**src/rtl/tuner_pkg.sv**
```systemverilog
// Shared types, tables and defaults for the pitch detector and its note classifier.
// Latency: n/a (declarations only).
// Backpressure: n/a.
package tuner_pkg;

    // Parameter defaults for a 48 kHz sample stream
    localparam int HYST_DEF       = 4096;
    localparam int MIN_PERIOD_DEF = 24;
    localparam int MAX_PERIOD_DEF = 2400;
    localparam int TOL_DEF        = 2;

    localparam int PERIOD_W  = 16;
    localparam int SUM_W     = 18;
    localparam int NUM_NOTES = 8;

    typedef logic [PERIOD_W-1:0] period_t;
    typedef logic [2:0]          note_t;

    typedef enum logic {
        ST_IDLE    = 1'b0,
        ST_MEASURE = 1'b1
    } state_t;

    // Classifiable period window (samples)
    localparam period_t RANGE_LO = 16'd87;
    localparam period_t RANGE_HI = 16'd193;

    // Nominal periods for C4 D4 E4 F4 G4 A4 B4 C5
    localparam period_t NOMINAL_TBL [NUM_NOTES] = '{
        16'd183, 16'd163, 16'd146, 16'd137, 16'd122, 16'd109, 16'd97, 16'd92
    };

    // Midpoints between neighbouring nominals; period >= BOUNDARY_TBL[i] selects note i
    localparam period_t BOUNDARY_TBL [NUM_NOTES-1] = '{
        16'd173, 16'd154, 16'd141, 16'd129, 16'd115, 16'd103, 16'd94
    };

endpackage

```
**src/rtl/note_classifier.sv**
```systemverilog
// Maps an averaged period to nearest note index with flat/sharp tuning flags.
// Latency: combinational; the parent registers the outputs.
// Backpressure: none.
// Ports: i_period (samples) -> o_note, o_note_valid (in classifiable window),
//        o_flat (period above nominal+TOL), o_sharp (period below nominal-TOL).
module note_classifier
    import tuner_pkg::*;
#(
    parameter int TOL = TOL_DEF
) (
    input  logic [PERIOD_W-1:0] i_period,
    output logic [2:0]          o_note,
    output logic                o_note_valid,
    output logic                o_flat,
    output logic                o_sharp
);

    localparam period_t TOL_P = period_t'(TOL);

    note_t   w_note;
    period_t w_nom;
    logic    w_in_range;

    always_comb begin
        w_note = 3'd7;
        // Boundaries descend, so the lowest index whose boundary is met wins
        for (int i = NUM_NOTES - 2; i >= 0; i--) begin
            if (i_period >= BOUNDARY_TBL[i]) begin
                w_note = 3'(i);
            end
        end
        w_nom      = NOMINAL_TBL[w_note];
        w_in_range = (i_period >= RANGE_LO) && (i_period <= RANGE_HI);

        o_note       = w_note;
        o_note_valid = w_in_range;
        o_flat       = w_in_range && (i_period > (w_nom + TOL_P));
        o_sharp      = w_in_range && (i_period < (w_nom - TOL_P));
    end

endmodule

```
**src/rtl/pitch_detector.sv**
```systemverilog
// Hysteretic zero-crossing pitch detector: averages four periods and classifies to a note.
// Latency: results register one clock after the sample carrying the 4th accepted crossing.
// Backpressure: none; samples are consumed whenever enable and sample_valid are high.
// Ports: clk/reset (sync, active-high); enable, sample_valid, sample_in[23:0] (signed);
//        period_out, result_valid, note_out, note_valid, flat, sharp, signal_present.
module pitch_detector
    import tuner_pkg::*;
#(
    parameter int HYST       = HYST_DEF,
    parameter int MIN_PERIOD = MIN_PERIOD_DEF,
    parameter int MAX_PERIOD = MAX_PERIOD_DEF,
    parameter int TOL        = TOL_DEF
) (
    input  logic        clk,
    input  logic        reset,
    input  logic        enable,
    input  logic        sample_valid,
    input  logic [23:0] sample_in,
    output logic [15:0] period_out,
    output logic        result_valid,
    output logic [2:0]  note_out,
    output logic        note_valid,
    output logic        flat,
    output logic        sharp,
    output logic        signal_present
);

    localparam logic signed [23:0] HYST_POS = 24'(HYST);
    localparam logic signed [23:0] HYST_NEG = -HYST_POS;
    localparam period_t            MIN_P    = period_t'(MIN_PERIOD);
    localparam period_t            MAX_P    = period_t'(MAX_PERIOD);

    state_t             r_state;
    logic               r_armed;
    period_t            r_cnt;
    logic [1:0]         r_nper;
    logic [SUM_W-1:0]   r_sum;
    period_t            r_period;
    note_t              r_note;
    logic               r_note_valid;
    logic               r_flat;
    logic               r_sharp;
    logic               r_result_valid;
    logic               r_sig_present;

    state_t             w_nxt_state;
    logic               w_nxt_armed;
    period_t            w_nxt_cnt;
    logic [1:0]         w_nxt_nper;
    logic [SUM_W-1:0]   w_nxt_sum;
    logic               w_done;
    logic               w_timeout;
    period_t            w_avg;

    logic signed [23:0] w_smp;
    logic               w_neg;
    logic               w_cross;
    period_t            w_cnt_inc;
    logic [SUM_W-1:0]   w_sum_tot;

    note_t              w_cls_note;
    logic               w_cls_valid;
    logic               w_cls_flat;
    logic               w_cls_sharp;

    assign w_smp     = signed'(sample_in);
    assign w_neg     = (w_smp <= HYST_NEG);
    assign w_cross   = r_armed && (w_smp >= HYST_POS);
    // The period of a crossing includes the crossing sample itself
    assign w_cnt_inc = r_cnt + 16'd1;
    assign w_sum_tot = r_sum + {{(SUM_W-PERIOD_W){1'b0}}, w_cnt_inc};

    always_ff @(posedge clk) begin
        if (reset) begin
            r_state <= ST_IDLE;
            r_armed <= 1'b0;
            r_cnt   <= '0;
            r_nper  <= '0;
            r_sum   <= '0;
        end else begin
            r_state <= w_nxt_state;
            r_armed <= w_nxt_armed;
            r_cnt   <= w_nxt_cnt;
            r_nper  <= w_nxt_nper;
            r_sum   <= w_nxt_sum;
        end
    end

    always_comb begin
        w_nxt_state = r_state;
        w_nxt_armed = r_armed;
        w_nxt_cnt   = r_cnt;
        w_nxt_nper  = r_nper;
        w_nxt_sum   = r_sum;
        w_done      = 1'b0;
        w_timeout   = 1'b0;
        w_avg       = w_sum_tot[SUM_W-1:2];

        if (!enable) begin
            w_nxt_state = ST_IDLE;
            w_nxt_armed = 1'b0;
            w_nxt_cnt   = '0;
            w_nxt_nper  = '0;
            w_nxt_sum   = '0;
        end else if (sample_valid) begin
            // Arm on a deep negative excursion; a crossing consumes the arm,
            // including crossings later discarded as glitches
            if (w_neg) begin
                w_nxt_armed = 1'b1;
            end else if (w_cross) begin
                w_nxt_armed = 1'b0;
            end

            unique case (r_state)
                ST_IDLE: begin
                    if (w_cross) begin
                        w_nxt_state = ST_MEASURE;
                        w_nxt_cnt   = '0;
                        w_nxt_nper  = '0;
                        w_nxt_sum   = '0;
                    end
                end
                ST_MEASURE: begin
                    if (w_cnt_inc >= MAX_P) begin
                        w_nxt_state = ST_IDLE;
                        w_nxt_armed = 1'b0;
                        w_nxt_cnt   = '0;
                        w_nxt_nper  = '0;
                        w_nxt_sum   = '0;
                        w_timeout   = 1'b1;
                    end else if (w_cross && (w_cnt_inc >= MIN_P)) begin
                        w_nxt_cnt = '0;
                        if (r_nper == 2'd3) begin
                            w_nxt_nper = '0;
                            w_nxt_sum  = '0;
                            w_done     = 1'b1;
                        end else begin
                            w_nxt_nper = r_nper + 2'd1;
                            w_nxt_sum  = w_sum_tot;
                        end
                    end else begin
                        // Normal sample or a too-short glitch crossing
                        w_nxt_cnt = w_cnt_inc;
                    end
                end
                default: w_nxt_state = ST_IDLE;
            endcase
        end
    end

    note_classifier #(
        .TOL (TOL)
    ) u_note_classifier (
        .i_period     (w_avg),
        .o_note       (w_cls_note),
        .o_note_valid (w_cls_valid),
        .o_flat       (w_cls_flat),
        .o_sharp      (w_cls_sharp)
    );

    always_ff @(posedge clk) begin
        if (reset) begin
            r_period       <= '0;
            r_note         <= '0;
            r_note_valid   <= 1'b0;
            r_flat         <= 1'b0;
            r_sharp        <= 1'b0;
            r_result_valid <= 1'b0;
            r_sig_present  <= 1'b0;
        end else begin
            r_result_valid <= w_done;
            if (w_done) begin
                r_period      <= w_avg;
                r_note_valid  <= w_cls_valid;
                r_flat        <= w_cls_flat;
                r_sharp       <= w_cls_sharp;
                r_sig_present <= 1'b1;
                // Out-of-range averages leave the last classified note in place
                if (w_cls_valid) begin
                    r_note <= w_cls_note;
                end
            end else if (w_timeout) begin
                r_sig_present <= 1'b0;
            end
        end
    end

    assign period_out     = r_period;
    assign result_valid   = r_result_valid;
    assign note_out       = r_note;
    assign note_valid     = r_note_valid;
    assign flat           = r_flat;
    assign sharp          = r_sharp;
    assign signal_present = r_sig_present;

endmodule

```
**config.mk**
```make
export PLATFORM = sky130hd
export DESIGN_NAME = pitch_detector
export DESIGN_NICKNAME = d
export VERILOG_FILES = /design/src/rtl/tuner_pkg.sv /design/src/rtl/note_classifier.sv /design/src/rtl/pitch_detector.sv
export SDC_FILE = /design/constraint.sdc
export NUM_CORES = 1
export LEC_CHECK = 0
export CORE_MARGIN = 4
export CORE_UTILIZATION = 25
export CTS_CLUSTER_DIAMETER = 50
export DETAILED_ROUTE_END_ITERATION = 8
export SLEW_MARGIN = 20
export SYNTH_ARGS = -nofsm -noshare
export SYNTH_HDL_FRONTEND = slang
export SYNTH_SLANG_ARGS = --single-unit
```
**constraint.sdc**
```tcl
create_clock -name clk -period 6.7 [get_ports clk]
set_clock_uncertainty 0.2 [all_clocks]
set_input_delay 1.34 -clock clk [delete_from_list [all_inputs] [get_ports clk]]
set_output_delay 1.34 -clock clk [all_outputs]
set_load 0.005 [all_outputs]
```
== Yosys cells after proc, flatten, opt, wreduce, memory -nomap -nowiden ==
Memories as Yosys holds them, arrays and structs flattened.
Index checks and enable logic that the tools add are counted.

* Register bits: 62
* Memory bits (read-only): 128
* Memories kept: 1

{| class="wikitable"
|+ Memories
! memory !! depth !! width !! read ports !! clocked after memory_dff !! write ports !! line !! source
|-
| (no name shown) || 8 || 16 || 1 || 0 || 0 || note_classifier.sv:32 || <nowiki>w_nom = NOMINAL_TBL[w_note];</nowiki>
|}

* Add/subtract/negate cells: 5
* Magnitude comparators: 16
* Equal/unequal tests: 3
* Multiplexer cells: 42
* Bitwise gates (word level): 3
* Reductions and logical operators: 10

{| class="wikitable"
|+ Operators with widths
! cell !! number
|-
| 16-bit 2-to-1 mux || 5
|-
| 18-bit 2-to-1 mux || 4
|-
| 16-bit by 7-bit >= comparator with 1-bit output (second input constant) || 4
|-
| 16-bit by 8-bit >= comparator with 1-bit output (second input constant) || 4
|-
| 18-bit case mux with 2 select lines || 1
|-
| 16-bit case mux with 2 select lines || 1
|-
| 24-bit by 14-bit >= comparator with 1-bit output (second input constant) || 1
|-
| 24-bit by 13-bit <= comparator with 1-bit output (second input constant) || 1
|-
| 1-bit 2-to-1 mux || 19
|-
| 18-bit by 16-bit adder with 18-bit output || 1
|-
| 16-bit by 1-bit adder with 16-bit output (second input constant) || 1
|-
| 16-bit by 2-bit adder with 16-bit output (second input constant) || 1
|-
| 16-bit by 12-bit >= comparator with 1-bit output (second input constant) || 1
|-
| 16-bit by 5-bit >= comparator with 1-bit output (second input constant) || 1
|-
| 16-bit greater-than comparator || 1
|-
| 16-bit by 8-bit <= comparator with 1-bit output (second input constant) || 1
|-
| 16-bit less-than comparator || 1
|-
| 16-bit by 2-bit subtractor with 16-bit output (second input constant) || 1
|-
| 2-bit 2-to-1 mux || 6
|-
| 3-bit 2-to-1 mux || 4
|-
| 1-bit logical AND || 5
|-
| 4-bit >= comparator (second input constant) || 1
|-
| 3-bit NOT with 4-bit output || 1
|-
| 2-bit case mux with 2 select lines || 1
|-
| other kinds (10) || 12
|}

== Depth between registers and ports, before layout ==
* Word-level depth: 17
* Depth in mapped cells: 29
* Gate-level depth less buffers: 27

== Modules after synthesis ==
From an unflattened synthesis, not the netlist that was laid out.

* Cells, all modules: 547
* Area total of the unflattened synthesis: 4684.5 µm²

{| class="wikitable"
|+ Modules (own cells, without submodules)
! module !! times used !! cells each !! area an instance (µm²) !! seq. area each (µm²)
|-
| pitch_detector || 1 || 435 || 3819.9 || 1241.2
|-
| note_classifier || 1 || 112 || 864.6 || 0.0
|}

== Worst setup path after synthesis ==
OpenSTA, ideal clock, no wires.

* Kind: reg2reg
* Start: register r_cnt[0]
* End: register r_sharp, in the netlist sharp
* Library setup time: 0.101 ns
* Data arrival time: 5.654 ns
* Required time: 6.399 ns
* Setup slack: 0.745 ns
* Cell stages (with the launch flop): 26
* Buffers on the path: 1
* Period minus slack after synthesis: 5.955 ns
* Cell sequence: dfxtp_1 -> ha_1 -> buf_2 -> nand3_1 -> o21a_1 -> or2_2 -> ha_1 -> a21o_1 -> o21a_1 -> o32ai_1 -> xnor2_1 -> or3_1 -> nor4_1 -> inv_1 -> ha_1 -> nor2_1 -> a21o_1 -> ha_1 -> ha_1 -> a21o_1 -> a21o_1 -> a21o_1 -> a21o_1 -> a21oi_1 -> nor2b_1 -> o41ai_1

* Cells in the longest elaborated chain, start to end: 17
* Elaborated cells on any way between the ends: 34
* Those cells by class: add/sub: 3; order compare: 12; mux: 14; bitwise: 1; reduce/logical: 3; memory: 1

{| class="wikitable"
|+ RTL lines
! element !! line !! source
|-
| from (decl) || pitch_detector.sv:35 || <nowiki>period_t r_cnt;</nowiki>
|-
| from (signal assigned) || pitch_detector.sv:83 || <nowiki>r_cnt <= w_nxt_cnt;</nowiki>
|-
| 16-bit by 1-bit adder with 16-bit output (*) || pitch_detector.sv:70 || <nowiki>assign w_cnt_inc = r_cnt + 16'd1;</nowiki>
|-
| 18-bit by 16-bit adder with 18-bit output (*) || pitch_detector.sv:71 || <nowiki>assign w_sum_tot = r_sum + {{(SUM_W-PERIOD_W){1'b0}}, w_cnt_inc};</nowiki>
|-
| 16-bit by 7-bit >= comparator with 1-bit output || note_classifier.sv:28 || <nowiki>if (i_period >= BOUNDARY_TBL[i]) begin</nowiki>
|-
| 1-bit 2-to-1 mux || note_classifier.sv:28 ||
|-
| 2-bit 2-to-1 mux (2 in series) || note_classifier.sv:28 ||
|-
| 3-bit 2-to-1 mux (3 in series) || note_classifier.sv:28 ||
|-
| 3-bit 2-to-1 mux (*) || note_classifier.sv:28 ||
|-
| named net u_note_classifier.o_note[0] || note_classifier.sv:12 || <nowiki>output logic [2:0] o_note,</nowiki>
|-
| 3-bit NOT with 4-bit output (not written as such) (*) || note_classifier.sv:32 ||
|-
| memory 8 x 16 bit (*) || -- ||
|-
| 16-bit 2-to-1 mux (not written as such) (*) (2 in series) || note_classifier.sv:32 ||
|-
| 16-bit by 2-bit subtractor with 16-bit output (*) || note_classifier.sv:38 || <nowiki>o_sharp = w_in_range && (i_period < (w_nom - TOL_P));</nowiki>
|-
| 16-bit less-than comparator (*) || note_classifier.sv:38 ||
|-
| 1-bit logical AND (*) || note_classifier.sv:38 ||
|-
| to (signal assigned) || pitch_detector.sv:176 || <nowiki>r_sharp <= w_cls_sharp;</nowiki>
|-
| to (decl) || pitch_detector.sv:42 || <nowiki>logic r_sharp;</nowiki>
|}

The timed path passes the listed nets; every way through them passes the cells marked *. The select of a mux whose other input is x is not followed.
A chain may end at the register's enable or synchronous reset.

== Worst setup path after layout ==
* Start: register r_cnt[1]
* End: register r_sharp, in the netlist sharp

* Cells in the longest elaborated chain, start to end: 17
* Elaborated cells on any way between the ends: 34
* Those cells by class: add/sub: 3; order compare: 12; mux: 14; bitwise: 1; reduce/logical: 3; memory: 1

{| class="wikitable"
|+ RTL lines
! element !! line !! source
|-
| 16-bit by 1-bit adder with 16-bit output (*) || pitch_detector.sv:70 ||
|-
| 18-bit by 16-bit adder with 18-bit output (*) || pitch_detector.sv:71 ||
|-
| named net u_note_classifier.i_period[3] || note_classifier.sv:11 || <nowiki>input logic [PERIOD_W-1:0] i_period,</nowiki>
|-
| 16-bit by 7-bit >= comparator with 1-bit output || note_classifier.sv:28 ||
|-
| 1-bit 2-to-1 mux || note_classifier.sv:28 ||
|-
| 2-bit 2-to-1 mux (2 in series) || note_classifier.sv:28 ||
|-
| 3-bit 2-to-1 mux (4 in series) || note_classifier.sv:28 ||
|-
| 3-bit NOT with 4-bit output (not written as such) || note_classifier.sv:32 ||
|-
| memory 8 x 16 bit || -- ||
|-
| 16-bit 2-to-1 mux (not written as such) (2 in series) || note_classifier.sv:32 ||
|-
| 16-bit by 2-bit subtractor with 16-bit output || note_classifier.sv:38 ||
|-
| 16-bit less-than comparator || note_classifier.sv:38 ||
|-
| 1-bit logical AND (*) || note_classifier.sv:38 ||
|}

Marked as above.

==> flow_metrics.py <==
metrics = {
    "synth": {
        "synth-main-ff-cell": "dfxtp_1",
        "yosys-top-cells-count": "dfxtp_1 (62), nor2_1 (58), a21oi_1 (43)",
        "synth.largest_area_cell": "dfxtp_1",
        "yosysSeqAreaShare": 0.263,
        "synth_seq_cells": 62,
        "synth_fp_nets": 648,
        "synth_most_common_cell": "dfxtp_1",
        "synth_area_um2": 4710,
        "synth-edff-count": 0,
        "syn_avg_cell_area_um2": 8.11,
        "ys_types": 75,
        "ys.warnings.count": 0,
        "synthCells": 581,
        "synth_area_leaders": "dfxtp_1 (26%), ha_1 (10%), nor2_1 (4.6%), a21oi_1 (4.6%), mux2i_1 (3.8%)",
        "yosysTopAreaCellShare": 0.263,
        "async_flop_share": 0,
    },
    "sta": {
        "slew_headroom": 0.464,
        "setup_viol": 0,
        "slew_viol_final": 0,
        "finalHoldViolations": 0,
        "rsz0062_at_grt": "no",
        "tns_ns": 0,
        "tightest_slew_ns": 0.804,
        "period_share": 0.926,
        "fin_ws_ns": 0.494,
        "whs_ns": 0.251,
        "fmax_ghz": 0.161,
        "period_minus_slack_ns": 6.21,
    },
    "placed_design": {
        "dp_cells": 851,
        "place.gp.congestion": 0.867,
        "preCtsSetupSlack_ns": 0.333,
        "hpwl_um": 9980,
        "postPlaceCellArea_um2": 5530,
        "portBuffers": 51,
    },
    "die": {
        "die_area_um2": 21100,
        "start_util": 0.258,
        "io_pins": 52,
        "die_w_um": 145,
        "core_um2": 18300,
        "row_count": 49,
        "chipHeight_um": 145,
    },
    "cells_and_area": {
        "final_cells": 867,
        "final_area_um2": 5900,
        "multi_input_comb_area_um2": 3310,
        "area_delta_synth_final_pct": 25.3,
        "utilization": 0.323,
        "fillers": 1939,
        "n_antenna_cell": 0,
        "fin_nets": 700,
        "drive_above_1_share": 0.108,
        "final-seq-area_um2": 1240,
    },
    "global_routing": {
        "grt.busiest_layer": "met2",
        "grtUsageMet1": 0.167,
        "grt_use_met2": 0.208,
        "grt_pass1_vias": 4190,
        "grt_max_degree": 28,
        "use_met3": 0.0237,
        "gr-total-overflow": 0,
        "grt_use_total": 0.127,
        "antenna_found_initial": 0,
        "grt_pass1_wl_um": 21900,
    },
    "worst_setup_path": {
        "r2r_start": "r_cnt[1]$_SDFFE_PP0P_",
        "critPathKind": "reg -> reg",
        "critPathLaunchType": "register",
        "rr_worst_depth": 22,
        "rrSetupSlack_ns": 0.49,
        "worstPathRequired_ns": 6.75,
        "critical_path_arrival_ns": 6.25,
        "r2r_end": "sharp$_SDFFE_PP0P_",
        "worst-path-max-fanout": 11,
        "endpoint_kind": "register",
    },
    "power": {
        "leakagePower_nw": 2.54,
        "powerDensity_nw_per_um2": 153,
        "p_total_mw": 0.904,
        "ir_drop_v": 0.000118,
    },
    "hold_path": {
        "hold_path_end": "r_nper[1]$_SDFFE_PP0P_",
        "hp-class": "reg -> reg",
        "min_path_cells": 2,
        "hold_start": "r_nper[1]$_SDFFE_PP0P_",
    },
    "detailed_routing": {
        "drtIter0Drc": 254,
        "route.detailed.drc": 0,
        "drt_wl_total_um": 13300,
        "vias": 4384,
        "wl_per_cell_um": 15.3,
        "final_antenna_net_count": 0,
        "vias_per_cell": 5.06,
        "dr.pass1.iters": 5,
    },
    "run_status": {
        "status": "completed",
    },
    "clocking": {
        "clk_pin_slew_worst_paths_ns": 0.06,
        "cts_root_buf": "clkbuf_16",
        "post_cts.repair.setup_buffers": 0,
        "clk_path_buf_depth": 2,
        "cts.sinks": 62,
        "postCtsHoldBufs": 0,
        "htreeDepth": 3,
        "cts_tree": "yes",
        "clkLatencyLatePin_ns": 0.35,
        "cts_buffers": 9,
    },
    "job": {
        "maxCapViolCount": 0,
    },
}
[area by class of cell]
class	count	share of cell area
multi-input cells	463	0.560
inverters	28	0.0178
clock inverters	4	0.0119
repair buffers	69	0.109
flip-flops and latches	62	0.211
clock buffers	12	0.0418
well taps	229	0.0485
[where the power goes]
group | total (mW) | switching (mW) | internal, mW
Combinational | 0.0294 | 0.0134 | 0.0160
Sequential | 0.369 | 0.000116 | 0.369
Clock | 0.506 | 0.171 | 0.334
Total | 0.904 | 0.185 | 0.720
[logic make-up (layout without fill, tap and decap cells)]
logic type / after synthesis / in the layout / share of synthesized area
compound gates: 168 / 168 / 0.262
xor+xnor: 27 / 27 / 0.0542
fa+ha+maj: 39 / 39 / 0.105
buf+inv: 56 / 113 / 0.0457
flops: 62 / 62 / 0.263
mux: 21 / 21 / 0.0454
simple gates: 208 / 208 / 0.224
[state kept, by name (all words and copies together), names as in the netlist]
register,cells
flat,1
note_out,3
note_valid,1
period_out,16
r_armed,1
r_cnt,16
r_nper,2
r_state,1
r_sum,18
result_valid,1
sharp,1
signal_present,1
[cell usage in the layout (no fill, tap or decap), types with 4 or more instances in the layout]
master / instances
nor2b_1: 5
and2_1: 6
o2bb2ai_1: 4
nand4_1: 9
nand3_1: 25
clkdlybuf4s50_1: 51
xnor2_1: 13
buf_4: 18
a21o_1: 20
or3_1: 7
a21oi_1: 42
a22o_1: 12
a31oi_1: 5
clkbuf_16: 9
o21a_1: 7
inv_1: 25
nor4_1: 7
o21ai_1: 5
o21ai_0: 16
ha_1: 38
nor3_1: 13
xor2_1: 10
nand2b_1: 9
nor3b_1: 5
o31ai_1: 6
nand2_1: 36
mux2i_1: 18
nor2_1: 57
dfxtp_1: 61
o211ai_1: 7
and3_1: 7
o22ai_1: 4
[repair_timing]
action | 4_1_cts | 5_1_grt
endpoints found under the hold margin | 0 | 0
endpoints found under the setup margin | 0 | 1
resized for setup | 0 | 10
[routing by layer]
layer / share of wire / routed length, um / vias to the layer above
met5: 0 / 0 / -
met4: 0.018 / 243 / 0
li1: - / - / 2251
met2: 0.48 / 6340 / 66
met1: 0.46 / 6160 / 2054
met3: 0.038 / 508 / 13
[how the worst max path moves through the flow]
stage                                     start                  to  slack, ns  cells after the start
after detailed placement  r_cnt[0]$_SDFFE_PP0P_  sharp$_SDFFE_PP0P_       0.33                     21
after global placement    r_cnt[4]$_SDFFE_PP0P_  sharp$_SDFFE_PP0P_       0.44                     23
final                     r_cnt[1]$_SDFFE_PP0P_  sharp$_SDFFE_PP0P_       0.49                     22
after global routing      r_cnt[1]$_SDFFE_PP0P_  sharp$_SDFFE_PP0P_      0.009                     22
after floorplan           r_cnt[0]$_SDFFE_PP0P_  sharp$_SDFFE_PP0P_       0.74                     25
after CTS                 r_cnt[0]$_SDFFE_PP0P_  sharp$_SDFFE_PP0P_       0.31                     21
[worst max-delay path, stage by stage (launching register included)]
cell and delay (ns):
dfxtp_1 0.41, ha_1 0.27, nand3_1 0.20, xnor2_1 0.20
ha_1 0.36, nand2_1 0.11, o31ai_4 0.44, xnor2_4 0.19
inv_2 0.15, a2111oi_4 0.40, or4b_4 0.55, a2111oi_4 0.49
nand2_2 0.24, a22oi_1 0.28, ha_1 0.30, ha_1 0.28
a21o_1 0.15, a21o_1 0.16, a21o_1 0.16, a21o_1 0.17
a21oi_1 0.14, nor2b_1 0.06, o41ai_1 0.21
(Power assumes the default switching activity.)
